===== config.mk =====
export PLATFORM = sky130hd
export DESIGN_NAME = tlb_refill_unit
export DESIGN_NICKNAME = d
export VERILOG_FILES = /design/src/rtl/tlb_refill_unit.sv
export SDC_FILE = /design/constraint.sdc
export NUM_CORES = 1
export LEC_CHECK = 0
export CORE_MARGIN = 5
export CORE_UTILIZATION = 37
export DETAILED_ROUTE_END_ITERATION = 12
export PLACE_DENSITY = 0.56
export SLEW_MARGIN = 20
export SYNTH_ARGS = -nofsm -noshare
export SYNTH_HDL_FRONTEND = slang
export SYNTH_SLANG_ARGS = --single-unit

===== constraint.sdc =====
create_clock -name Clock -period 3.1 [get_ports Clock]
set_clock_uncertainty 0.15 [all_clocks]
set_input_delay 0.93 -clock Clock [delete_from_list [all_inputs] [get_ports Clock]]
set_output_delay 0.93 -clock Clock [all_outputs]
set_load 0.1 [all_outputs]

===== src/rtl/tlb_refill_unit.sv =====
// tlb_refill_unit: fully associative TLB in front of the memory ports.
// A request is looked up against all valid entries. On a miss the unit
// reads one PTE from a single-level page table in synchronous RAM, refills
// an entry and returns the translation, or reports a fault if the PTE is
// invalid.
//
// Handshake: a request transfers on a rising edge where req_valid and
// req_ready are both high. req_vaddr only needs to be stable on that edge.
// resp_valid is a one-cycle pulse. resp_paddr and resp_fault hold their
// values until the next response.
module tlb_refill_unit #(
  parameter int          ENTRIES = 4,
  parameter logic [15:0] PTBR    = 16'h0100
) (
  input  logic        Clock,
  input  logic        Resetn,
  input  logic        req_valid,
  input  logic [15:0] req_vaddr,
  output logic        req_ready,
  output logic        resp_valid,
  output logic [15:0] resp_paddr,
  output logic        resp_fault,
  input  logic        flush,
  output logic        pt_rd_en,
  output logic [15:0] pt_addr,
  input  logic [15:0] pt_rd_data,
  output logic [15:0] hit_cnt,
  output logic [15:0] miss_cnt,
  output logic [1:0]  dbg_state_o
);

  localparam int IW = (ENTRIES > 1) ? $clog2(ENTRIES) : 1;

  typedef enum logic [1:0] {
    S_IDLE   = 2'd0,
    S_LOOKUP = 2'd1,
    S_WALK   = 2'd2,
    S_WAIT   = 2'd3
  } state_e;

  state_e              state_q, state_d;
  logic [15:0]         vaddr_q, vaddr_d;
  logic [ENTRIES-1:0]  valid_q, valid_d;
  logic [7:0]          vpn_q [ENTRIES];
  logic [7:0]          vpn_d [ENTRIES];
  logic [7:0]          ppn_q [ENTRIES];
  logic [7:0]          ppn_d [ENTRIES];
  logic [IW-1:0]       rr_q, rr_d;
  logic                pflush_q, pflush_d;
  logic                resp_valid_q, resp_valid_d;
  logic                resp_fault_q, resp_fault_d;
  logic [15:0]         resp_paddr_q, resp_paddr_d;
  logic                pt_rd_en_q, pt_rd_en_d;
  logic [15:0]         pt_addr_q, pt_addr_d;
  logic [15:0]         hit_cnt_q, hit_cnt_d;
  logic [15:0]         miss_cnt_q, miss_cnt_d;

  logic                hit;
  logic [7:0]          hit_ppn;
  logic                have_free;
  logic [IW-1:0]       free_idx;
  logic [IW-1:0]       victim;

  // PTE bits [14:8] carry no meaning for this unit.
  logic                pte_unused;
  assign pte_unused = ^pt_rd_data[14:8];

  // Requests are taken only in IDLE, and never while a flush is being applied.
  assign req_ready   = (state_q == S_IDLE) & ~flush & ~pflush_q;

  assign resp_valid  = resp_valid_q;
  assign resp_fault  = resp_fault_q;
  assign resp_paddr  = resp_paddr_q;
  assign pt_rd_en    = pt_rd_en_q;
  assign pt_addr     = pt_addr_q;
  assign hit_cnt     = hit_cnt_q;
  assign miss_cnt    = miss_cnt_q;
  assign dbg_state_o = state_q;

  // Associative match of the latched VPN, plus the lowest-index free slot.
  always_comb begin
    hit       = 1'b0;
    hit_ppn   = 8'h00;
    have_free = 1'b0;
    free_idx  = '0;
    for (int i = 0; i < ENTRIES; i++) begin
      if (valid_q[i] && (vpn_q[i] == vaddr_q[15:8])) begin
        hit     = 1'b1;
        hit_ppn = ppn_q[i];
      end
    end
    for (int i = ENTRIES - 1; i >= 0; i--) begin
      if (!valid_q[i]) begin
        have_free = 1'b1;
        free_idx  = IW'(i);
      end
    end
    victim = have_free ? free_idx : rr_q;
  end

  // Next-state and registered-output logic for the translation FSM.
  always_comb begin
    state_d      = state_q;
    vaddr_d      = vaddr_q;
    valid_d      = valid_q;
    vpn_d        = vpn_q;
    ppn_d        = ppn_q;
    rr_d         = rr_q;
    pflush_d     = pflush_q;
    resp_valid_d = 1'b0;
    resp_fault_d = resp_fault_q;
    resp_paddr_d = resp_paddr_q;
    pt_rd_en_d   = 1'b0;
    pt_addr_d    = pt_addr_q;
    hit_cnt_d    = hit_cnt_q;
    miss_cnt_d   = miss_cnt_q;

    // A flush seen while busy is deferred so the in-flight fill is dropped too.
    if ((state_q != S_IDLE) && flush) begin
      pflush_d = 1'b1;
    end

    case (state_q)
      S_IDLE: begin
        if (flush || pflush_q) begin
          valid_d  = '0;
          rr_d     = '0;
          pflush_d = 1'b0;
        end else if (req_valid) begin
          vaddr_d = req_vaddr;
          state_d = S_LOOKUP;
        end
      end
      S_LOOKUP: begin
        if (hit) begin
          resp_valid_d = 1'b1;
          resp_fault_d = 1'b0;
          resp_paddr_d = {hit_ppn, vaddr_q[7:0]};
          if (hit_cnt_q != 16'hFFFF) hit_cnt_d = hit_cnt_q + 16'd1;
          state_d = S_IDLE;
        end else begin
          pt_rd_en_d = 1'b1;
          pt_addr_d  = PTBR + {8'h00, vaddr_q[15:8]};
          state_d    = S_WALK;
        end
      end
      S_WALK: begin
        state_d = S_WAIT;
      end
      S_WAIT: begin
        if (miss_cnt_q != 16'hFFFF) miss_cnt_d = miss_cnt_q + 16'd1;
        resp_valid_d = 1'b1;
        if (pt_rd_data[15]) begin
          valid_d[victim] = 1'b1;
          vpn_d[victim]   = vaddr_q[15:8];
          ppn_d[victim]   = pt_rd_data[7:0];
          if (!have_free) rr_d = rr_q + IW'(1);
          resp_fault_d = 1'b0;
          resp_paddr_d = {pt_rd_data[7:0], vaddr_q[7:0]};
        end else begin
          resp_fault_d = 1'b1;
          resp_paddr_d = 16'h0000;
        end
        state_d = S_IDLE;
      end
      default: state_d = S_IDLE;
    endcase
  end

  // State and output registers; reset abandons any walk in progress.
  always_ff @(posedge Clock or negedge Resetn) begin
    if (!Resetn) begin
      state_q      <= S_IDLE;
      vaddr_q      <= 16'h0000;
      valid_q      <= '0;
      vpn_q        <= '{default: 8'h00};
      ppn_q        <= '{default: 8'h00};
      rr_q         <= '0;
      pflush_q     <= 1'b0;
      resp_valid_q <= 1'b0;
      resp_fault_q <= 1'b0;
      resp_paddr_q <= 16'h0000;
      pt_rd_en_q   <= 1'b0;
      pt_addr_q    <= 16'h0000;
      hit_cnt_q    <= 16'h0000;
      miss_cnt_q   <= 16'h0000;
    end else begin
      state_q      <= state_d;
      vaddr_q      <= vaddr_d;
      valid_q      <= valid_d;
      vpn_q        <= vpn_d;
      ppn_q        <= ppn_d;
      rr_q         <= rr_d;
      pflush_q     <= pflush_d;
      resp_valid_q <= resp_valid_d;
      resp_fault_q <= resp_fault_d;
      resp_paddr_q <= resp_paddr_d;
      pt_rd_en_q   <= pt_rd_en_d;
      pt_addr_q    <= pt_addr_d;
      hit_cnt_q    <= hit_cnt_d;
      miss_cnt_q   <= miss_cnt_d;
    end
  end

endmodule

==> results.json <==
{
  "core_um2": 18600,
  "setup_tns_ns": 0,
  "clock-root-buffer": "clkbuf_16",
  "synthCells": 564,
  "rsz0062_at_grt": "false",
  "route.detailed.drc": 0,
  "finalCritPeriodShare_pct": 95.0,
  "rr_worst_depth": 8,
  "powerDensity_nw_per_um2": 1000,
  "stdcell_count": 919,
  "htree_levels": 4,
  "avgSynthCellArea_um2": 12.3,
  "timing.hold.ws_ns": 0.289,
  "grt_max_degree": 47,
  "grt_usage_pct": 14.8,
  "cpLargestDelayFamily": "buffers and inverters",
  "die_w_um": 147,
  "r2r_slack_ns": 0.37,
  "irDropWorstVdd_uv": 880,
  "synth_area_leader_cell": "dfrtp_1",
  "grt_overflow_total": 0,
  "post_cts_hold_buffer_count": 0,
  "yosysMostFrequentCell": "dfrtp_1",
  "ctsResizeCount": 0,
  "critPathBufInv": 2,
  "via_per_inst": 5.05,
  "power_leakage_uw": 0.00394,
  "wl_mm": 15.3,
  "drive_above_1_share_pct": 33.1,
  "tightest_slew_ns": 0.721,
  "hold_viol": 0,
  "max_stage_delay_ns": 0.47,
  "clk_path_buf_depth": 2,
  "cpMaxStageDelayCell": "clkdlybuf4s50_1",
  "synth_seq_area_share_pct": 53.9,
  "power.internal_uw": 5010,
  "critical_path.max_fanout": 2,
  "synth_area_leaders": "dfrtp_1, mux2_2, xnor2_1",
  "required_ns": 2.02,
  "ios": 106,
  "grt_pass1_vias": 4903,
  "layout_min_cycle_time_ns": 2.95,
  "switchingPower_uw": 3630,
  "regToRegStartpoint": "vaddr_q[9]",
  "cts_tree": "done",
  "end_kind": "output pin",
  "cts_buffers": 17,
  "max_freq_mhz": 340,
  "status": "finished, final reports clean",
  "setup_viol": 0,
  "post_cts_buffers": 0,
  "numPortBuffers": 91,
  "crit_chain": "clkdlybuf4s50_1 -> nor4_4 -> buf_12",
  "yosysWarnings": 0,
  "dp.cells": 889,
  "synth.top_cell.area_share_pct": 53.9,
  "drt_iter0_drc": 206,
  "rows": 50,
  "die_h_um": 147,
  "clk_pin_slew_worst_paths_ns": 0.06,
  "antenna_found_initial": 0,
  "ys_ff_latch": 149,
  "clk_latency_ns": 0.41,
  "wl_per_cell_um": 16.7,
  "max_cap_viol_count": 0,
  "synthFlopType": "dfrtp_1",
  "synth_area_um2": 6920,
  "slew_violations": 0,
  "die_area_um2": 21500,
  "dr_total_vias": 4640,
  "max_slew_margin_pct": 51.6,
  "hpwl_mm": 10.8,
  "worst_ep_arrival_time_ns": 1.87,
  "switching_share_pct": 42.0,
  "firstDrtPassIters": 4,
  "worst_slack_ns": 0.155,
  "ys_top_cells_by_count": "dfrtp_1, mux2_2, nand2_1, xnor2_1, nor2_1",
  "synth-edff-count": 0,
  "hold_class": "input pin to asynchronous set/reset pin",
  "rr_endpoint": "resp_paddr[2]",
  "syn2layout_area_growth_pct": 24.8,
  "synth-async-reset-ratio_pct": 100,
  "nNetsFinal": 712,
  "finalWeightedCongestion": 0.786,
  "fin_util_pct": 46.5,
  "start_kind": "input pin",
  "diodes": 0,
  "seq_power_share_pct": 35.2,
  "grt_pass1_wl_mm": 25.6,
  "ant_nets": 0,
  "ys_types": 49,
  "clock_sinks": 149,
  "power_frac_comb_pct": 39.3,
  "clkPwrFrac_pct": 25.6,
  "dp_slack_ns": 0.0314,
  "crit_type": "input pin to output pin",
  "cp.depth": 3,
  "start_util_pct": 37.2
}
-- sequential cells by signal, indices dropped and copies added, names as in the netlist, named ones only --
| signal | cells |
|---|---|
| hit_cnt | 16 |
| valid_q | 4 |
| resp_valid | 1 |
| pt_rd_en | 1 |
| dbg_state_o | 1 |
| vaddr_q | 16 |
| pt_addr | 9 |
| resp_fault | 1 |
| pflush_q | 1 |
| rr_q | 2 |
| vpn_q | 32 |
| resp_paddr | 16 |
| ppn_q | 32 |
| miss_cnt | 16 |
-- power groups by stage --
| stage | Sequential (uW) | Clock (uW) | Combinational [uW] |
|---|---|---|---|
| 6_report | 3040 | 2210 | 3390 |
| 5_1_grt | 3130 | 2360 | 3600 |
| 4_1_cts | 3060 | 2270 | 3430 |
| 3_5_place_dp | 3090 | 0 | 3430 |
| 3_3_place_gp | 3050 | 0 | 3380 |
| 2_1_floorplan | 4200 | 0 | 1540 |
-- layout by cell type (no fill, tap or decap), drive strengths merged, types with 20 or more instances in the layout --
| cell | n |
|---|---|
| inv | 20 |
| xnor2 | 48 |
| nor2 | 26 |
| dfrtp | 149 |
| clkbuf | 20 |
| o21ai | 20 |
| clkdlybuf4s50 | 27 |
| mux2 | 90 |
| buf | 91 |
| nand2 | 43 |
-- per-stage QoR --
step | cell area, um^2 | power [uW]
2_1_floorplan | 6970 | 5740
3_3_place_gp | 8010 | 6430
3_5_place_dp | 8010 | 6520
4_1_cts | 8630 | 8750
5_1_grt | 8630 | 9080
6_report | 8630 | 8640
-- routing by layer --
layer	up-vias	track usage (%)	share of wire, %
met1	2357	19.0	45
li1	2174	-	-
met2	87	24.4	50
met5	-	0	0
met3	22	3.49	4.0
met4	0	5.83	1.9
-- cells by family after synthesis --
family                     synth area share (%)
xor gates and xnor gates                   8.88
AOI/OAI and AO/OA                          4.81
DFF                                        53.9
muxes                                      15.9
buffers and inverters                      4.54
adders and majority gates                 0.362
and+or+nand+nor                            11.6
other                                    0.0542
-- final cells by class --
cell class,count,area [um^2]
clock buffer,20,447
clock inverter,10,180
fill,1750,9950
inverter,20,75.1
multi-input combinational,368,2910
sequential,149,3730
tap,234,293
timing repair buffer,118,995
-- worst max-delay path by stage --
stage	from	endpoint	slack (ns)
floorplan	flush	req_ready	-0.02
global placement	flush	req_ready	0.00007
detailed placement	flush	req_ready	0.03
CTS	flush	req_ready	0.02
global route	flush	req_ready	0.11
finish	flush	req_ready	0.15
-- worst register-to-register path, delay by kind of cell (launching register included) --
family	cells	cell delay, ns
compound gates	1	0.13
xor+xnor	1	0.40
buf+inv	2	0.46
flops	1	0.59
mux	1	0.21
simple gates	3	0.71
(Power assumes the default switching activity.)
